`config.mk`:
```
export PLATFORM = sky130hd
export DESIGN_NAME = uart_tx_ext
export DESIGN_NICKNAME = d
export VERILOG_FILES = /design/src/rtl/uart_pkg.sv /design/src/rtl/uart_bit_timer.sv /design/src/rtl/uart_tx_ext.sv
export SDC_FILE = /design/constraint.sdc
export NUM_CORES = 1
export LEC_CHECK = 0
export CAP_MARGIN = 10
export CORE_MARGIN = 2
export CORE_UTILIZATION = 25
export CTS_BUF_LIST = sky130_fd_sc_hd__clkbuf_4 sky130_fd_sc_hd__clkbuf_8
export DETAILED_ROUTE_END_ITERATION = 10
export GPL_ROUTABILITY_DRIVEN = 0
export GPL_TIMING_DRIVEN = 0
export HOLD_SLACK_MARGIN = 0.06
export MAX_ROUTING_LAYER = met4
export PLACE_DENSITY_LB_ADDON = 0.3
export SLEW_MARGIN = 15
export SYNTH_ARGS = -nofsm -noshare
export SYNTH_HDL_FRONTEND = slang
export SYNTH_SLANG_ARGS = --single-unit
```
`constraint.sdc`:
```
create_clock -name clk -period 1.7 [get_ports clk]
set_input_delay 0.255 -clock clk [delete_from_list [all_inputs] [get_ports clk]]
set_output_delay 0.255 -clock clk [all_outputs]
set_load 0.01 [all_outputs]
```
`src/rtl/uart_pkg.sv`:
```
// Shared types and default constants for the UART blocks.
// The PARITY state only exists when UART_TX_PARITY_EN is defined.
package uart_pkg;

  localparam int unsigned DEF_CLK_PER_BIT = 16;
  localparam int unsigned DEF_DATA_W      = 8;

`ifdef UART_TX_PARITY_EN
  typedef enum logic [2:0] {
    IDLE   = 3'd0,
    START  = 3'd1,
    DATA   = 3'd2,
    PARITY = 3'd3,
    STOP   = 3'd4
  } tx_state_e;
`else
  typedef enum logic [2:0] {
    IDLE   = 3'd0,
    START  = 3'd1,
    DATA   = 3'd2,
    STOP   = 3'd4
  } tx_state_e;
`endif

  // Encoding 2'b11 is not a member and behaves as PAR_NONE.
  typedef enum logic [1:0] {
    PAR_NONE = 2'b00,
    PAR_EVEN = 2'b01,
    PAR_ODD  = 2'b10
  } par_mode_e;

endpackage

```
`src/rtl/uart_bit_timer.sv`:
```
// Bit-period counter shared by the UART TX (and later RX): bit_end is a registered
// flag high during the last cycle of each CLK_PER_BIT-cycle bit.
module uart_bit_timer
  import uart_pkg::*;
#(
  parameter int unsigned CLK_PER_BIT = DEF_CLK_PER_BIT
) (
  input  logic clk,
  input  logic rst_n,
  input  logic clear,
  input  logic en,
  output logic bit_end,
  output logic bit_pre_end_c
);

  localparam int unsigned      CNT_W = $clog2(CLK_PER_BIT);
  localparam logic [CNT_W-1:0] LAST  = CNT_W'(CLK_PER_BIT - 1);

  logic [CNT_W-1:0] cnt;

  // Second-to-last cycle of a bit; lets the owner register flags for the last one.
  assign bit_pre_end_c = en && (cnt == LAST - CNT_W'(1));

  always_ff @(posedge clk) begin
    if (!rst_n || clear) begin
      cnt     <= '0;
      bit_end <= 1'b0;
    end else if (en) begin
      bit_end <= bit_pre_end_c;
      cnt     <= (cnt == LAST) ? '0 : cnt + CNT_W'(1);
    end else begin
      cnt     <= '0;
      bit_end <= 1'b0;
    end
  end

endmodule

```
`src/rtl/uart_tx_ext.sv`:
```
// UART transmitter with valid/ready payload handshake, optional 2 stop bits and,
// when UART_TX_PARITY_EN is defined, an even/odd parity bit.
module uart_tx_ext
  import uart_pkg::*;
#(
  parameter int unsigned CLK_PER_BIT = DEF_CLK_PER_BIT,
  parameter int unsigned DATA_W      = DEF_DATA_W
) (
  input  logic              clk,
  input  logic              rst_n,
  input  logic [DATA_W-1:0] tx_data_i,
  input  logic              tx_valid_i,
  output logic              tx_ready_o,
  input  logic [1:0]        parity_mode_i,
  input  logic              two_stop_i,
  output logic              tx_o,
  output logic              busy_o,
  output logic              done_o
);

  localparam int unsigned      IDX_W    = $clog2(DATA_W);
  localparam logic [IDX_W-1:0] LAST_IDX = IDX_W'(DATA_W - 1);

  tx_state_e         state;
  logic [DATA_W-1:0] shreg;
  logic [IDX_W-1:0]  bit_idx;
  logic              two_stop_q;
  logic              stop_idx;
  logic              take_c;
  logic              last_stop_c;
  logic              timer_en_c;
  logic              bit_end;
  logic              bit_pre_end_c;

`ifdef UART_TX_PARITY_EN
  logic par_en_q;
  logic par_bit_q;
`else
  logic unused_parity_mode;
  assign unused_parity_mode = ^parity_mode_i;
`endif

  assign take_c      = tx_valid_i && tx_ready_o;
  assign timer_en_c  = (state != IDLE);
  assign last_stop_c = (state == STOP) && (!two_stop_q || stop_idx);

  uart_bit_timer #(
    .CLK_PER_BIT(CLK_PER_BIT)
  ) u_bit_timer (
    .clk          (clk),
    .rst_n        (rst_n),
    .clear        (take_c),
    .en           (timer_en_c),
    .bit_end      (bit_end),
    .bit_pre_end_c(bit_pre_end_c)
  );

  always_ff @(posedge clk) begin
    if (!rst_n) begin
      state      <= IDLE;
      tx_o       <= 1'b1;
      tx_ready_o <= 1'b0;
      busy_o     <= 1'b0;
      done_o     <= 1'b0;
      shreg      <= '0;
      bit_idx    <= '0;
      two_stop_q <= 1'b0;
      stop_idx   <= 1'b0;
`ifdef UART_TX_PARITY_EN
      par_en_q   <= 1'b0;
      par_bit_q  <= 1'b0;
`endif
    end else begin
      done_o <= 1'b0;
      if (take_c) begin
        // Accepted either from IDLE or in the last stop cycle (back-to-back).
        state      <= START;
        tx_o       <= 1'b0;
        tx_ready_o <= 1'b0;
        busy_o     <= 1'b1;
        shreg      <= tx_data_i;
        bit_idx    <= '0;
        stop_idx   <= 1'b0;
        two_stop_q <= two_stop_i;
`ifdef UART_TX_PARITY_EN
        par_en_q   <= (parity_mode_i == PAR_EVEN) || (parity_mode_i == PAR_ODD);
        par_bit_q  <= (^tx_data_i) ^ (parity_mode_i == PAR_ODD);
`endif
      end else begin
        case (state)
          IDLE: begin
            tx_o       <= 1'b1;
            busy_o     <= 1'b0;
            tx_ready_o <= 1'b1;
          end
          START: begin
            if (bit_end) begin
              state <= DATA;
              tx_o  <= shreg[0];
            end
          end
          DATA: begin
            if (bit_end) begin
              if (bit_idx == LAST_IDX) begin
                state <= STOP;
                tx_o  <= 1'b1;
`ifdef UART_TX_PARITY_EN
                if (par_en_q) begin
                  state <= PARITY;
                  tx_o  <= par_bit_q;
                end
`endif
              end else begin
                bit_idx <= bit_idx + IDX_W'(1);
                shreg   <= shreg >> 1;
                tx_o    <= shreg[1];
              end
            end
          end
`ifdef UART_TX_PARITY_EN
          PARITY: begin
            if (bit_end) begin
              state <= STOP;
              tx_o  <= 1'b1;
            end
          end
`endif
          STOP: begin
            // Flag the final cycle of the last stop bit one cycle ahead.
            if (bit_pre_end_c && last_stop_c) begin
              tx_ready_o <= 1'b1;
              done_o     <= 1'b1;
            end
            if (bit_end) begin
              if (last_stop_c) begin
                state  <= IDLE;
                tx_o   <= 1'b1;
                busy_o <= 1'b0;
              end else begin
                stop_idx <= 1'b1;
              end
            end
          end
          default: begin
            state      <= IDLE;
            tx_o       <= 1'b1;
            busy_o     <= 1'b0;
            tx_ready_o <= 1'b0;
          end
        endcase
      end
    end
  end

endmodule

```
== Yosys cells after proc, flatten, opt, wreduce, memory -nomap -nowiden ==
Cells that the tools add are included.

* $add $sub $neg: 2
* $mul: 0
* Divide/modulo/power cells: 0
* Order comparisons: 0
* Eq/ne operators: 20
* Shift operators: 0
* Mux-type cells: 25
* Bitwise gates (word level): 7
* Reduce and logical (&&, ||, !) cells: 25

{| class="wikitable"
|+ Operators with widths
! operator !! count
|-
| $mux 8 || 4
|-
| $mux 3 || 5
|-
| $ne 2x1->1 const B || 7
|-
| $mux 1 || 12
|-
| $pmux 3 s4 || 1
|-
| $reduce_and 3->1 || 4
|-
| $reduce_and 6->1 || 2
|-
| $ne 3x1->1 const B || 3
|-
| $eq 4x4->1 const B || 2
|-
| $not 1->1 || 7
|-
| $eq 3x3->1 const B || 2
|-
| $ne 3x2->1 const B || 2
|-
| $pmux 1 s3 || 2
|-
| $reduce_or 2->1 || 3
|-
| $reduce_or 3->1 || 2
|-
| $add 4x1->4 const B || 1
|-
| $logic_and 1x1->1 || 4
|-
| $ne 2x2->1 const B || 2
|-
| $reduce_and 4->1 || 1
|-
| $reduce_bool 2->1 || 2
|-
| $add 3x1->3 const B || 1
|-
| $eq 3x1->1 const B || 1
|-
| $eq 3x2->1 const B || 1
|-
| $logic_not 3->1 || 1
|-
| 5 further kinds || 7
|}

* Register bits: 25
* Bits in latches: 0
* Memory bits (writable): 0
* ROM bits: 0
* Input bits: 14
* Memories kept: 0

== Depth between registers and ports, before layout ==
* Word-level depth: 7
* Gate-level depth with buffers: 6
* Gate-level depth less buffers: 6

== Cells and area by module ==
From an unflattened synthesis, not the netlist that was laid out.

* Cells, all modules: 130
* Area total of the unflattened synthesis: 1201.2 µm²

{| class="wikitable"
|+ Modules (own cells, without submodules)
! module !! instances !! cells an instance !! area an instance (µm²)
|-
| uart_tx_ext || 1 || 111 || 988.4
|-
| uart_bit_timer || 1 || 19 || 212.7
|}

== Worst setup path before layout ==
No wires, ideal clock.

* Kind: register to register
* Start: register bit_idx[0]
* End: register shreg[2]
* Setup time: 136 ps
* Arrival: 1391 ps
* Data required time: 1564 ps
* Slack: 173 ps
* Cell stages (with the launch flop): 7
* Buffers on the path: 1
* Cell sequence: dfxtp_1 > ha_1 > ha_1 > or3_4 > buf_6 > nand2_1 > a31oi_1

* Word-level cells in the longest chain between the ends: 3

{| class="wikitable"
|+ Ends and longest elaborated chain
! item !! RTL line !! text
|-
| from (decl) || uart_tx_ext.sv:26 || <nowiki>logic [IDX_W-1:0] bit_idx;</nowiki>
|-
| from (signal assigned) || uart_tx_ext.sv:114 || <nowiki>bit_idx <= bit_idx + IDX_W'(1);</nowiki>
|-
| $eq 3x3->1 || uart_tx_ext.sv:104 || <nowiki>if (bit_idx == LAST_IDX) begin</nowiki>
|-
| $ne 2x1->1 (no source line) || n/a ||
|-
| $reduce_and 3->1 (no source line) || n/a ||
|-
| to (signal assigned) || uart_tx_ext.sv:81 || <nowiki>shreg <= tx_data_i;</nowiki>
|-
| to (signal assigned) || uart_tx_ext.sv:115 || <nowiki>shreg <= shreg >> 1;</nowiki>
|-
| to (decl) || uart_tx_ext.sv:25 || <nowiki>logic [DATA_W-1:0] shreg;</nowiki>
|}

Every way passes these cells.
A chain may end at the register's enable or synchronous reset.

== Worst setup path in the final report ==
* Start: register bit_idx[0]
* End: register shreg[6]

The elaborated chain is that of the path after synthesis.

==> PnR_summary.wiki <==
{| class="wikitable"
! Metric !! Value
|-
| Final critical path time including I/O delays and setup || 1.581 ns
|-
| Avg Synthesized Cell Area || 8.318 µm²
|-
| Largest net degree at the start of global routing || 14
|-
| Status || finished, final reports clean
|-
| Worst-case setup slack after placement || 0.01759 ns
|-
| Share of post-route cells with drive strength above 1 || 7.453%
|-
| Post-CTS Setup Repair Bufs || 0
|-
| TritonCTS clock tree || built
|-
| Top-level port count || 18
|-
| Post-Synth Adder-Cell Area || 4.237%
|-
| Core ar. || 4629 µm²
|-
| GRT Overall Usage || 11.11%
|-
| GR Overflow Total || 0
|-
| Horizontal extent of the die || 72.74 µm
|-
| Input/output buffers || 15
|-
| Achievable Freq || 0.6325 GHz
|-
| Clock net sink count || 25
|-
| Synthesized area || 1181 µm²
|-
| Top cells by area, synth || sky130_fd_sc_hd__dfxtp_1, sky130_fd_sc_hd__nand2_1, sky130_fd_sc_hd__a21oi_1
|-
| Max-cap check violation count || 0
|-
| Detailed Routing Iterations Pass 1 || 4
|-
| Hold violation total from the final report || 0
|-
| Crit path required time || 1.83 ns
|-
| Number of diodes added for antenna fixing || 0
|-
| Leading cell types by count after synthesis || sky130_fd_sc_hd__dfxtp_1, sky130_fd_sc_hd__nand2_1, sky130_fd_sc_hd__a21oi_1, sky130_fd_sc_hd__o21ai_0, sky130_fd_sc_hd__a31oi_1
|-
| Count of unique library cells instantiated by Yosys || 35
|-
| Xor-xnor portion of the synthesized cell area || 1.483%
|-
| Antenna Nets Post-Route || 0
|-
| Critical path class || reg -> reg
|-
| Cell depth of the worst min-delay path || 2
|-
| Number of antenna violations at the first check in global routing || 0
|-
| Setup slack after layout || 0.1189 ns
|-
| Area growth syn-to-layout || 22.78%
|-
| Drt drc || 0
|-
| Yosys warning total || 0
|-
| Most used flip-flop cell after synthesis || sky130_fd_sc_hd__dfxtp_1
|-
| Vias in the first global route || 1,010
|-
| H-tree levels || 1
|-
| Hold buffers post-CTS || 0
|-
| Final Cycle Share || 93.00%
|-
| CP cell instances || ha_1, ha_2, or3_4, buf_6, nand2_1, a31oi_1
|-
| Average detailed-routed wire length per instance || 12.15 µm
|-
| Complex-gate fraction of the synthesized area || 24.89%
|-
| Count of nets after finishing || 180
|-
| Measured slew at the worst slew-check pin || 0.4542 ns
|-
| Clock Pin Slew Worst Setup and Hold Paths || 0.08 ns
|-
| Count of state elements after synthesis || 25
|-
| Power density over the cells || 765.2 nW/µm²
|-
| Dpl cells || 211
|-
| CP max-delay cell || sky130_fd_sc_hd__or3_4
|-
| Placement row count || 25
|-
| Main combinational cell family by area after synthesis || compound AO/OA/AOI/OAI gates
|-
| Relative slew slack || 69.59%
|-
| Clock skew || 0.003472 ns
|-
| Synth Net Count || 160
|-
| Height of the chip || 72.74 µm
|-
| Multiplexer share of the synthesized area || 0%
|-
| Post-synthesis cell count || 142
|-
| Highest fanout seen on the critical path || 10
|-
| Count of cells along the worst register-to-register path || 6
|-
| Total via count in the routed design || 1,055
|-
| Simple-gate portion of the synthesized area || 20.66%
|-
| Critical path endpoint category || flip-flop
|-
| Library cell occupying the most area in the post-synthesis netlist || sky130_fd_sc_hd__dfxtp_1
|-
| Startpoint class of the critical path || flip-flop
|-
| Peak supply drop || 0.2742 mV
|-
| Buffer levels on the longest clock path || 2
|-
| Most frequently used cell type in the post-synthesis netlist || sky130_fd_sc_hd__dfxtp_1
|-
| Area share of the leading cell type in the synthesized netlist || 42.37%
|-
| Via count normalized by instance count || 4.907
|-
| Async set or reset register ratio after synthesis || 0%
|-
| Leakage Power || 0.0005089 µW
|-
| Unrepaired setup endpoints after global routing || no
|-
| Sequential share of the synthesized area || 42.37%
|-
| Count of flip-flops with a built-in enable after synthesis || 0
|-
| Clock root buffer || sky130_fd_sc_hd__clkbuf_8
|-
| Final-report setup violation count || 0
|-
| Setup total negative slack || 0 ns
|-
| Total count of max-transition violations in the final report || 0
|-
| Class of the tightest hold or removal check || reg -> reg
|-
| Die area || 5290 µm²
|-
| Initial core utilization || 25.51%
|-
| Worst EP arrival || 1.71 ns
|-
| CTS buffer count || 3
|-
| Number of design-rule violations left by the first detailed-router iteration || 45
|-
| Routed wire length || 2.613 mm
|-
| Final standard cell count with taps included and fillers excluded || 215
|-
| Half-perimeter wire length of the detailed placement result || 1.976 mm
|-
| Wire length of the first global-routing pass || 4.533 mm
|-
| Worst stage delay on the critical path || 0.40 ns
|-
| Worst skew pair latency || 0.27 ns
|}
-- sequential cells by signal, summed over array words and instances, names as in the netlist --
register,flops
two_stop_q,1
stop_idx,1
u_bit_timer.cnt,4
shreg,8
state,3
bit_idx,3
u_bit_timer.bit_end,1
done_o,1
busy_o,1
tx_o,1
tx_ready_o,1
-- metal layers --
metal  up-vias  global-route usage, %  wire length [µm]
met3         4                  2.901                58
li1        539                      -                 -
met5         -                      -                 0
met1       501                  13.52              1241
met4         0                  3.086                34
met2        11                  18.18              1278
-- power breakdown --
| group | leakage (µW) | switching (µW) | internal, µW |
|---|---|---|---|
| registers | 0.000204 | 15.1 | 608 |
| clock network | 0.0000262 | 184 | 184 |
| logic | 0.000279 | 57.4 | 61.0 |
-- layout make-up --
type	count	area [µm²]
inverters	6	22.52
multi-input cells	102	608.1
plain buffers	9	52.55
flip-flops and latches	25	500.5
well taps	54	67.56
fillers	514	3179
repair buffers	15	150.1
clock buffers	4	48.80
-- placed cells by master, fill, tap and decap left out, drive strengths merged, types with 2 or more instances in the layout --
| master | instances |
|---|---|
| inv | 6 |
| nand2 | 24 |
| ha | 4 |
| xnor2 | 2 |
| clkdlybuf4s50 | 15 |
| a31oi | 8 |
| nor3 | 3 |
| nor2 | 6 |
| a21oi | 11 |
| a311oi | 2 |
| nand2b | 4 |
| clkbuf | 8 |
| o211ai | 3 |
| o21ai | 12 |
| a21boi | 3 |
| a211oi | 3 |
| dfxtp | 25 |
| buf | 5 |
| nand3 | 4 |
-- path summary, 6_finish.rpt --
path / from / end / slack, ns
worst min-delay path: bit_idx[2] / bit_idx[2] / 0.47
worst max register to register: bit_idx[0] / shreg[6] / 0.12
worst min register to register: bit_idx[2] / bit_idx[2] / 0.47
worst max-delay path: bit_idx[0] / shreg[6] / 0.12
-- through the flow --
stage	total power (µW)	cell area, µm²	hold slack (ns)	utilization, %
floorplan	700.7	1181	0.3933	-
global placement	756.3	1399	0.4469	30.22
detailed placement	757.5	1399	0.4550	30.22
CTS	1135	1448	0.4681	31.27
global route	1169	1450	0.4869	31.32
finish	1110	1450	0.4669	31.32
-- timing repair --
action | in CTS | in global routing
endpoints found under the setup margin | 0 | 9
hold endpoints to repair | 0 | 0
resized for setup | 0 | 1
-- logic make-up (layout without fill, tap and decap cells) --
kind of cell	after synthesis	in the layout
AND/OR/NAND/NOR	49	49
AO/OA/AOI/OAI	47	47
flip-flops	25	25
buffers and inverters	15	34
adder cells (fa/ha/maj)	4	4
XOR/XNOR	2	2
-- worst max-delay path, delay by kind of cell (launching register included) --
kind	cells	cell delay, ns
AO/OA/AOI/OAI	1	0.08
flip-flops	1	0.33
adder cells (fa/ha/maj)	2	0.42
buffers and inverters	1	0.15
AND/OR/NAND/NOR	2	0.46
(Power assumes the default switching activity.)
